### config.mk
export PLATFORM = sky130hd
export DESIGN_NAME = step_pulse_gen_flat
export DESIGN_NICKNAME = d
export VERILOG_FILES = /design/src/rtl/step_pulse_gen_if.sv /design/src/rtl/step_pulse_gen.sv /design/src/flat_wrapper.sv
export SDC_FILE = /design/constraint.sdc
export NUM_CORES = 1
export LEC_CHECK = 0
export BUFFER_PORTS_ARGS = -buffer_cell sky130_fd_sc_hd__buf_2
export CELL_PAD_IN_SITES_DETAIL_PLACEMENT = 1
export CELL_PAD_IN_SITES_GLOBAL_PLACEMENT = 2
export CORE_ASPECT_RATIO = 0.75
export CORE_UTILIZATION = 34
export DETAILED_ROUTE_END_ITERATION = 8
export GPL_TIMING_DRIVEN = 0
export HOLD_SLACK_MARGIN = 0.05
export PLACE_DENSITY = 0.89
export SLEW_MARGIN = 20
export SYNTH_ARGS = -nofsm -noshare
export SYNTH_HDL_FRONTEND = slang
export SYNTH_SLANG_ARGS = --single-unit
### constraint.sdc
create_clock -name CLK -period 3 [get_ports CLK]
set_input_delay 0.15 -clock CLK [delete_from_list [all_inputs] [get_ports CLK]]
set_output_delay 0.15 -clock CLK [all_outputs]
set_load 0.005 [all_outputs]
### src/rtl/step_pulse_gen_if.sv
`default_nettype none
// ============================================================================
// Module   : step_pulse_gen_if
// Brief    : Move-command handshake channel into the STEP/DIR pulse generator.
// Revision : 1.0
// ============================================================================
interface step_pulse_gen_if #(
  parameter int CNT_W = 16,
  parameter int PER_W = 16
);
  logic             CMD_VALID;
  logic             CMD_READY;
  logic             CMD_DIR;
  logic [CNT_W-1:0] CMD_STEPS;
  logic [PER_W-1:0] CMD_PERIOD;

  modport master (output CMD_VALID, CMD_DIR, CMD_STEPS, CMD_PERIOD, input CMD_READY);
  modport slave  (input CMD_VALID, CMD_DIR, CMD_STEPS, CMD_PERIOD, output CMD_READY);
endinterface
`default_nettype wire

### src/rtl/step_pulse_gen.sv
`default_nettype none
// ============================================================================
// Module   : step_pulse_gen
// Brief    : Turns a commanded move into timed STEP/DIR pulses and tracks position.
// Revision : 1.0
// ============================================================================
module step_pulse_gen #(
  parameter int CNT_W           = 16,
  parameter int PER_W           = 16,
  parameter int POS_W           = 32,
  parameter int HIGH_TICKS      = 4,
  parameter int DIR_SETUP_TICKS = 2
) (
  input  wire logic             CLK,
  input  wire logic             RST_N,
  input  wire logic             CE,
  input  wire logic             ABORT,
  step_pulse_gen_if.slave       cmd,
  output logic                  STEP,
  output logic                  DIR,
  output logic                  BUSY,
  output logic                  DONE,
  output logic [POS_W-1:0]      POS
);

  typedef enum logic [1:0] {
    S_IDLE  = 2'd0,
    S_SETUP = 2'd1,
    S_HIGH  = 2'd2,
    S_LOW   = 2'd3
  } state_t;

  localparam logic [PER_W-1:0] c_min_period = PER_W'(HIGH_TICKS + 1);
  localparam logic [PER_W-1:0] c_high_last  = PER_W'(HIGH_TICKS - 1);
  localparam logic [PER_W-1:0] c_setup_last =
    PER_W'((DIR_SETUP_TICKS > 0) ? DIR_SETUP_TICKS - 1 : 0);
  localparam bit c_no_setup = (DIR_SETUP_TICKS == 0);

  state_t           r_state;
  logic [PER_W-1:0] r_cnt;
  logic [PER_W-1:0] r_low_last;
  logic [CNT_W-1:0] r_left;
  logic             r_abort_pend;
  logic             r_ready_en;

  logic             w_accept;
  logic [PER_W-1:0] w_period_eff;
  logic [PER_W-1:0] w_low_last;

  function automatic logic [POS_W-1:0] f_pos_next(input logic [POS_W-1:0] p, input logic d);
    return d ? (p + POS_W'(1)) : (p - POS_W'(1));
  endfunction

  assign cmd.CMD_READY = (r_state == S_IDLE) & RST_N & r_ready_en & ~ABORT;
  assign w_accept      = cmd.CMD_VALID & cmd.CMD_READY;
  assign w_period_eff  = (cmd.CMD_PERIOD < c_min_period) ? c_min_period : cmd.CMD_PERIOD;
  // Last LOW tick index: P - HIGH_TICKS ticks in LOW, counted from zero.
  assign w_low_last    = w_period_eff - c_min_period;
  assign BUSY          = (r_state != S_IDLE);

  always_ff @(posedge CLK) begin
    if (!RST_N) begin
      r_state      <= S_IDLE;
      r_cnt        <= '0;
      r_low_last   <= '0;
      r_left       <= '0;
      r_abort_pend <= 1'b0;
      r_ready_en   <= 1'b0;
      STEP         <= 1'b0;
      DIR          <= 1'b0;
      DONE         <= 1'b0;
      POS          <= '0;
    end else begin
      r_ready_en <= 1'b1;
      DONE       <= 1'b0;
      case (r_state)
        S_IDLE: begin
          r_cnt        <= '0;
          r_abort_pend <= 1'b0;
          if (w_accept) begin
            r_low_last <= w_low_last;
            if (cmd.CMD_STEPS == '0) begin
              DONE <= 1'b1;
            end else if ((cmd.CMD_DIR == DIR) || c_no_setup) begin
              r_state <= S_HIGH;
              STEP    <= 1'b1;
              DIR     <= cmd.CMD_DIR;
              POS     <= f_pos_next(POS, cmd.CMD_DIR);
              r_left  <= cmd.CMD_STEPS - CNT_W'(1);
            end else begin
              r_state <= S_SETUP;
              DIR     <= cmd.CMD_DIR;
              r_left  <= cmd.CMD_STEPS;
            end
          end
        end
        S_SETUP: begin
          if (ABORT) begin
            r_state <= S_IDLE;
            DONE    <= 1'b1;
          end else if (CE) begin
            if (r_cnt == c_setup_last) begin
              r_state <= S_HIGH;
              r_cnt   <= '0;
              STEP    <= 1'b1;
              POS     <= f_pos_next(POS, DIR);
              r_left  <= r_left - CNT_W'(1);
            end else begin
              r_cnt <= r_cnt + PER_W'(1);
            end
          end
        end
        S_HIGH: begin
          // An abort during the high phase is remembered so the pulse is never cut short.
          r_abort_pend <= r_abort_pend | ABORT;
          if (CE) begin
            if (r_cnt == c_high_last) begin
              r_cnt <= '0;
              STEP  <= 1'b0;
              if (r_abort_pend || ABORT) begin
                r_state <= S_IDLE;
                DONE    <= 1'b1;
              end else begin
                r_state <= S_LOW;
              end
            end else begin
              r_cnt <= r_cnt + PER_W'(1);
            end
          end
        end
        S_LOW: begin
          if (ABORT) begin
            r_state <= S_IDLE;
            r_cnt   <= '0;
            DONE    <= 1'b1;
          end else if (CE) begin
            if (r_cnt == r_low_last) begin
              r_cnt <= '0;
              if (r_left == '0) begin
                r_state <= S_IDLE;
                DONE    <= 1'b1;
              end else begin
                r_state <= S_HIGH;
                STEP    <= 1'b1;
                POS     <= f_pos_next(POS, DIR);
                r_left  <= r_left - CNT_W'(1);
              end
            end else begin
              r_cnt <= r_cnt + PER_W'(1);
            end
          end
        end
        default: r_state <= S_IDLE;
      endcase
    end
  end

endmodule
`default_nettype wire

### src/flat_wrapper.sv
// flat-port wrapper written by rule: the top's interface ports become plain ports
module step_pulse_gen_flat 
#(
  parameter int CNT_W           = 16,
  parameter int PER_W           = 16,
  parameter int POS_W           = 32,
  parameter int HIGH_TICKS      = 4,
  parameter int DIR_SETUP_TICKS = 2
)
  (CLK, RST_N, CE, ABORT, STEP, DIR, BUSY, DONE, POS, cmd_CMD_VALID, cmd_CMD_DIR, cmd_CMD_STEPS, cmd_CMD_PERIOD, cmd_CMD_READY);
  step_pulse_gen_if #(.CNT_W(CNT_W), .PER_W(PER_W)) cmd_i ();
  input  wire logic CLK;
  input  wire logic RST_N;
  input  wire logic CE;
  input  wire logic ABORT;
  output logic STEP;
  output logic DIR;
  output logic BUSY;
  output logic DONE;
  output logic [POS_W-1:0] POS;
  input wire logic [$bits(cmd_i.CMD_VALID)-1:0] cmd_CMD_VALID;
  input wire logic [$bits(cmd_i.CMD_DIR)-1:0] cmd_CMD_DIR;
  input wire logic [$bits(cmd_i.CMD_STEPS)-1:0] cmd_CMD_STEPS;
  input wire logic [$bits(cmd_i.CMD_PERIOD)-1:0] cmd_CMD_PERIOD;
  output wire logic [$bits(cmd_i.CMD_READY)-1:0] cmd_CMD_READY;
  assign cmd_i.CMD_VALID = cmd_CMD_VALID;
  assign cmd_i.CMD_DIR = cmd_CMD_DIR;
  assign cmd_i.CMD_STEPS = cmd_CMD_STEPS;
  assign cmd_i.CMD_PERIOD = cmd_CMD_PERIOD;
  assign cmd_CMD_READY = cmd_i.CMD_READY;
  step_pulse_gen #(.CNT_W(CNT_W), .PER_W(PER_W), .POS_W(POS_W), .HIGH_TICKS(HIGH_TICKS), .DIR_SETUP_TICKS(DIR_SETUP_TICKS)) u_core (.CLK(CLK), .RST_N(RST_N), .CE(CE), .ABORT(ABORT), .cmd(cmd_i), .STEP(STEP), .DIR(DIR), .BUSY(BUSY), .DONE(DONE), .POS(POS));
endmodule
; ---- After elaboration in Yosys (flattened, before gate mapping)
; Index checks and enable logic that the tools add are counted.
[op_classes]
n_mux = 74
n_addsub = 6
n_lt_le_gt_ge = 1
eq_ne = 23
n_reduce_logical = 14
bitwise_logic = 7
[op_table]
columns = operator, count
row1 = $mux 32, 12
row2 = $mux 16, 19
row3 = $pmux 32 s3, 1
row4 = $pmux 16 s4, 1
row5 = $pmux 16 s3, 1
row6 = $add 32x1->32 const B, 1
row7 = $logic_not 16->1, 2
row8 = $sub 16x1->16 const B, 2
row9 = $sub 32x1->32 const B, 1
row10 = $mux 2, 13
row11 = $mux 1, 23
row12 = $add 16x1->16 const B, 1
row13 = $eq 16x1->1 const B, 1
row14 = $eq 16x16->1, 1
row15 = $eq 16x2->1 const B, 1
row16 = $lt 16x3->1 const B, 1
row17 = $ne 2x2->1 const B, 8
row18 = $sub 16x3->16 const B, 1
row19 = $reduce_and 12->1, 1
row20 = $reduce_and 11->1, 1
row21 = $reduce_and 10->1, 1
row22 = $ne 2x1->1 const B, 4
row23 = $pmux 1 s4, 2
row24 = $pmux 2 s4, 1
row25 = other kinds (17), 25
[totals]
elab_cells = 135
out_inout_bits = 37
in_bits = 38
reg_bits = 87

; ---- Longest topological paths before layout
[depth]
depth_word = 7
depth_mapped = 10
ltp_nobuf = 9

; ---- Worst setup path before layout
; No wires, ideal clock.
[synth_path]
path_kind = register to register
startpoint = register u_core.r_left[0]
endpoint = register u_core.r_left[14]
t_required_ns = 2.878
path_buffers = 1
synth_period_minus_slack_ns = 2.434
arrival_ns = 2.312
setup_ns = 0.122
setup_slack_ns = 0.566
stages_incl_launch_ff = 10
cell_sequence = dfxtp_1 > inv_1 > ha_1 > nor3b_1 > nand4_1 > or3_1 > o211ai_2 > buf_4 > o21ai_1 > a311o_1
[synth_via]
elab_chain_len = 6
word_cells_on_any_way = 12
classes_between = 1 x add/sub / 1 x eq/ne / 8 x mux / 2 x reduce/logical
[synth_rtl]
columns = item, line
row1 = start: declaration, step_pulse_gen.sv:42  ; logic [CNT_W-1:0] r_left;
row2 = start signal: assignment, step_pulse_gen.sv:89  ; r_left <= cmd.CMD_STEPS - CNT_W'(1);
row3 = start signal: assignment, step_pulse_gen.sv:93  ; r_left <= cmd.CMD_STEPS;
row4 = start signal: assignment, step_pulse_gen.sv:107  ; r_left <= r_left - CNT_W'(1);
row5 = $sub 16x1->16, "step_pulse_gen.sv:107, step_pulse_gen.sv:146"
row6 = $mux 16, step_pulse_gen.sv:139  ; if (r_left == '0) begin
row7 = $mux 16, step_pulse_gen.sv:137  ; if (r_cnt == r_low_last) begin
row8 = $mux 16, step_pulse_gen.sv:136  ; end else if (CE) begin
row9 = $mux 16, step_pulse_gen.sv:132  ; if (ABORT) begin
row10 = $pmux 16 s3, step_pulse_gen.sv:76  ; case (r_state)
; Several ways; a longest one is shown, not always the timed one. The select of a mux whose other input is x is not followed.
; A chain may end at the register's enable or synchronous reset.

; ---- Worst setup path in the final report
[layout_path]
startpoint = register u_core.r_left[7]
endpoint = register u_core.POS[6]
[layout_via]
elab_chain_len = 3
[layout_rtl]
columns = item, line
row1 = $logic_not 16->1, step_pulse_gen.sv:139
row2 = $ne 2x2->1 (no line), -
row3 = $reduce_and 11->1 (no line), -
row4 = end signal: assignment, step_pulse_gen.sv:88  ; POS <= f_pos_next(POS, cmd.CMD_DIR);
row5 = end signal: assignment, step_pulse_gen.sv:106  ; POS <= f_pos_next(POS, DIR);
row6 = end signal: assignment, step_pulse_gen.sv:145  ; POS <= f_pos_next(POS, DIR);
row7 = end: declaration, step_pulse_gen.sv:23  ; output logic [POS_W-1:0] POS
; Every way passes these cells.

==> results.py <==
metrics = {
    "sta": {
        "tns_ns": 0,
        "hold_viol_final": 0,
        "slew-limit-headroom": 0.4419,
        "fin_crit_sh": 0.9547,
        "tightest_slew_ns": 0.8308,
        "setup_slack_ns": 0.1359,
        "period_minus_slack_ns": 2.864,
        "finalSetupViolCount": 0,
        "fin_skew_ns": 0.01152,
        "clock.fmax_ghz": 0.3492,
        "whs_ns": 0.1051,
        "drv_slew": 0,
    },
    "logic_synthesis": {
        "synth_nets": 788,
        "synth_area_leaders": "dfxtp_1, xnor2_1, a21oi_1, or4_1, nor2_1",
        "synthMuxAreaShare": 0.01421,
        "synth_area_leader_cell": "dfxtp_1",
        "synth_area_um2": 5724,
        "synth-simple-area-share": 0.3089,
        "synthFlopType": "dfxtp_1",
        "ys_top_cells_by_count": "dfxtp_1, a21oi_1, nor2_1",
        "synth_edf_count": 0,
        "synth_top_family_by_area": "simple AND/OR/NAND/NOR gates",
        "yosysTopAreaCellShare": 0.3043,
        "async_reset_ff_frac": 0,
        "synth-xor-area-share": 0.07803,
        "synth_cells": 743,
        "synth_compound_area_frac": 0.2308,
        "yosysSeqAreaShare": 0.3043,
        "yosysMostFrequentCell": "dfxtp_1",
        "synth_adder_area_share": 0.01530,
        "synth_warnings": 0,
        "avgSynthCellArea_um2": 7.704,
        "synth_cell_types": 65,
        "yosys_register_bits": 87,
    },
    "worst_setup_path": {
        "critPathBufInv": 2,
        "startpoint_type": "flip-flop",
        "cp_cell_sequence": "nor4_1, nand4_1, or3_1, o211ai_4, clkbuf_4, buf_4, a211oi_1, mux2i_1",
        "crit_fanout": 10,
        "crit_type": "flip-flop to flip-flop",
        "crit_family": "simple AND/OR/NAND/NOR gates",
        "critPathLaunch": "u_core.r_left[7]",
        "cpMaxStageDelayCell": "nor4_1",
        "cpPeakStageDelay_ns": 0.57,
        "cp-end-kind": "flip-flop",
        "critPathArrivalTime_ns": 3.09,
        "cp.required_ns": 3.23,
        "r2r-start": "u_core.r_left[7]",
    },
    "power": {
        "power_density_nw_per_um2": 761.8,
        "p_leak_uw": 0.002347,
        "power_uw": 5141,
        "vdd_ir_drop_max_mv": 0.3009,
    },
    "finish": {
        "n_antenna_cell": 0,
        "drive_gt1_frac": 0.1545,
        "fillers": 2053,
        "layout.nets": 875,
        "fin_area_um2": 6749,
        "area_growth_pct": 17.90,
    },
    "die": {
        "fp.dieH_um": 114.4,
        "ioPinCount": 75,
        "start_util": 0.3530,
        "dieArea_um2": 17360,
        "core_um2": 16220,
        "fp.dieW_um": 151.8,
        "rows": 40,
    },
    "global_route": {
        "grt_max_degree": 16,
        "grt_pass1_wl_um": 32730,
        "gr-total-overflow": 0,
        "track_usage": 0.2326,
        "grt_pass1_vias": 6287,
        "grt_antenna_before_repair": 0,
    },
    "clock_tree": {
        "root_buffer": "clkbuf_16",
        "cts_sinks": 87,
        "cts_buffer_depth": 2,
        "clk_pin_slew_worst_paths_ns": 0.07,
        "cts_buffers": 9,
        "cts_tree": "done",
        "worstSkewPairLatency_ns": 0.36,
        "htree_levels": 3,
    },
    "placement": {
        "pre_cts_slack_ns": -0.2492,
        "place.gp.congestion": 0.8509,
        "dp_hpwl_um": 15070,
        "place.port_buffers": 73,
        "dpl_cell_area_um2": 6352,
    },
    "worst_hold_path": {
        "hp-class": "primary input to flip-flop",
        "hp-start": "cmd_CMD_PERIOD[15]",
    },
    "status": {
        "status": "completed",
    },
    "run": {
        "maxCapViolCount": 0,
    },
    "detailed_routing": {
        "post_drt_wl_per_cell_um": 19.26,
        "ant_nets": 0,
        "vias": 6266,
        "drc": 0,
        "first_iter_violations": 368,
        "wirelength_um": 20130,
        "firstDrtPassIters": 5,
        "viasPerCell": 5.996,
    },
}
placed cells by master (no fill, tap or decap), drive strengths merged, types with 13 or more instances in the layout:
cell | synthesis | final
nor2 | 63 | 63
nand4 | 18 | 18
o31ai | 31 | 31
clkbuf | 36 | 46
nand2 | 56 | 56
a211oi | 16 | 16
buf | 14 | 88
nor3 | 38 | 38
o21ai | 28 | 28
a21oi | 64 | 64
nand3 | 33 | 33
xor2 | 13 | 13
inv | 16 | 17
nor4 | 22 | 22
or4 | 34 | 34
dfxtp | 87 | 87
xnor2 | 38 | 38
layout make-up:
type	instances	area, um2	area share
plain buffers	49	225.2	0.03337
well taps	210	262.8	0.03893
inverters	16	60.06	0.008899
repair buffers	77	400.4	0.05933
clock buffers	10	239.0	0.03541
multi-input cells	590	3775	0.5593
clock inverters	6	45.04	0.006674
flip-flops and latches	87	1742	0.2581
worst paths after layout:
kind / to / slack [ns] / depth (start not counted)
max: u_core.POS[6] / 0.14 / 8
min: u_core.r_low_last[15] / 0.11 / 3
max reg2reg: u_core.POS[6] / 0.14 / 8
min reg2reg: u_core.r_low_last[2] / 0.47 / 2
repair_timing:
action,4_1_cts,5_1_grt
endpoints found under the setup margin,43,42
hold endpoints to repair,2,0
pin swaps,0,2
buffers inserted,0,2
resized for setup,9,9
hold buffers,2,0
logic make-up (layout without fill, tap and decap cells):
family	Yosys count	after routing
AND/OR/NAND/NOR	323	323
XOR/XNOR	51	51
AO/OA/AOI/OAI	201	201
flip-flops	87	87
adder cells (fa/ha/maj)	7	7
buffers and inverters	66	158
multiplexers	8	8
metrics by stage:
step                      std cells  utilization
after floorplan                 743            -
after global placement         1026       0.3917
after detailed placement       1026       0.3917
after CTS                      1044       0.4127
after global routing           1045       0.4162
final                          1045       0.4162
report_power, final:
| group | internal, uW | total [uW] | switching [uW] | leakage (uW) |
|---|---|---|---|---|
| logic | 915 | 2530 | 1620 | 0.00150 |
| registers | 1300 | 1490 | 188 | 0.000705 |
| clock network | 590 | 1110 | 524 | 0.000143 |
registers in the layout, summed over array words and instances (netlist names):
| register | count |
|---|---|
| u_core.r_low_last | 16 |
| u_core.STEP | 1 |
| u_core.r_abort_pend | 1 |
| u_core.DONE | 1 |
| u_core.DIR | 1 |
| u_core.POS | 32 |
| u_core.r_cnt | 16 |
| u_core.r_ready_en | 1 |
| u_core.r_state | 2 |
| u_core.r_left | 16 |
layer usage:
metal / vias up / wire (um) / track usage
met5: - / 0 / 0
met4: 0 / 317 / 0.06667
met3: 25 / 866 / 0.04277
met2: 136 / 9147 / 0.3733
met1: 3118 / 9800 / 0.3186
li1: 2987 / - / -
worst register-to-register path: cells and delay by family (launching register included):
| kind | cells | cell delay (ns) |
|---|---|---|
| and+or+nand+nor | 3 | 1.41 |
| buffers and inverters | 2 | 0.54 |
| DFF | 1 | 0.37 |
| AOI/OAI and AO/OA | 2 | 0.28 |
| muxes | 1 | 0.14 |
(Power assumes the default switching activity.)
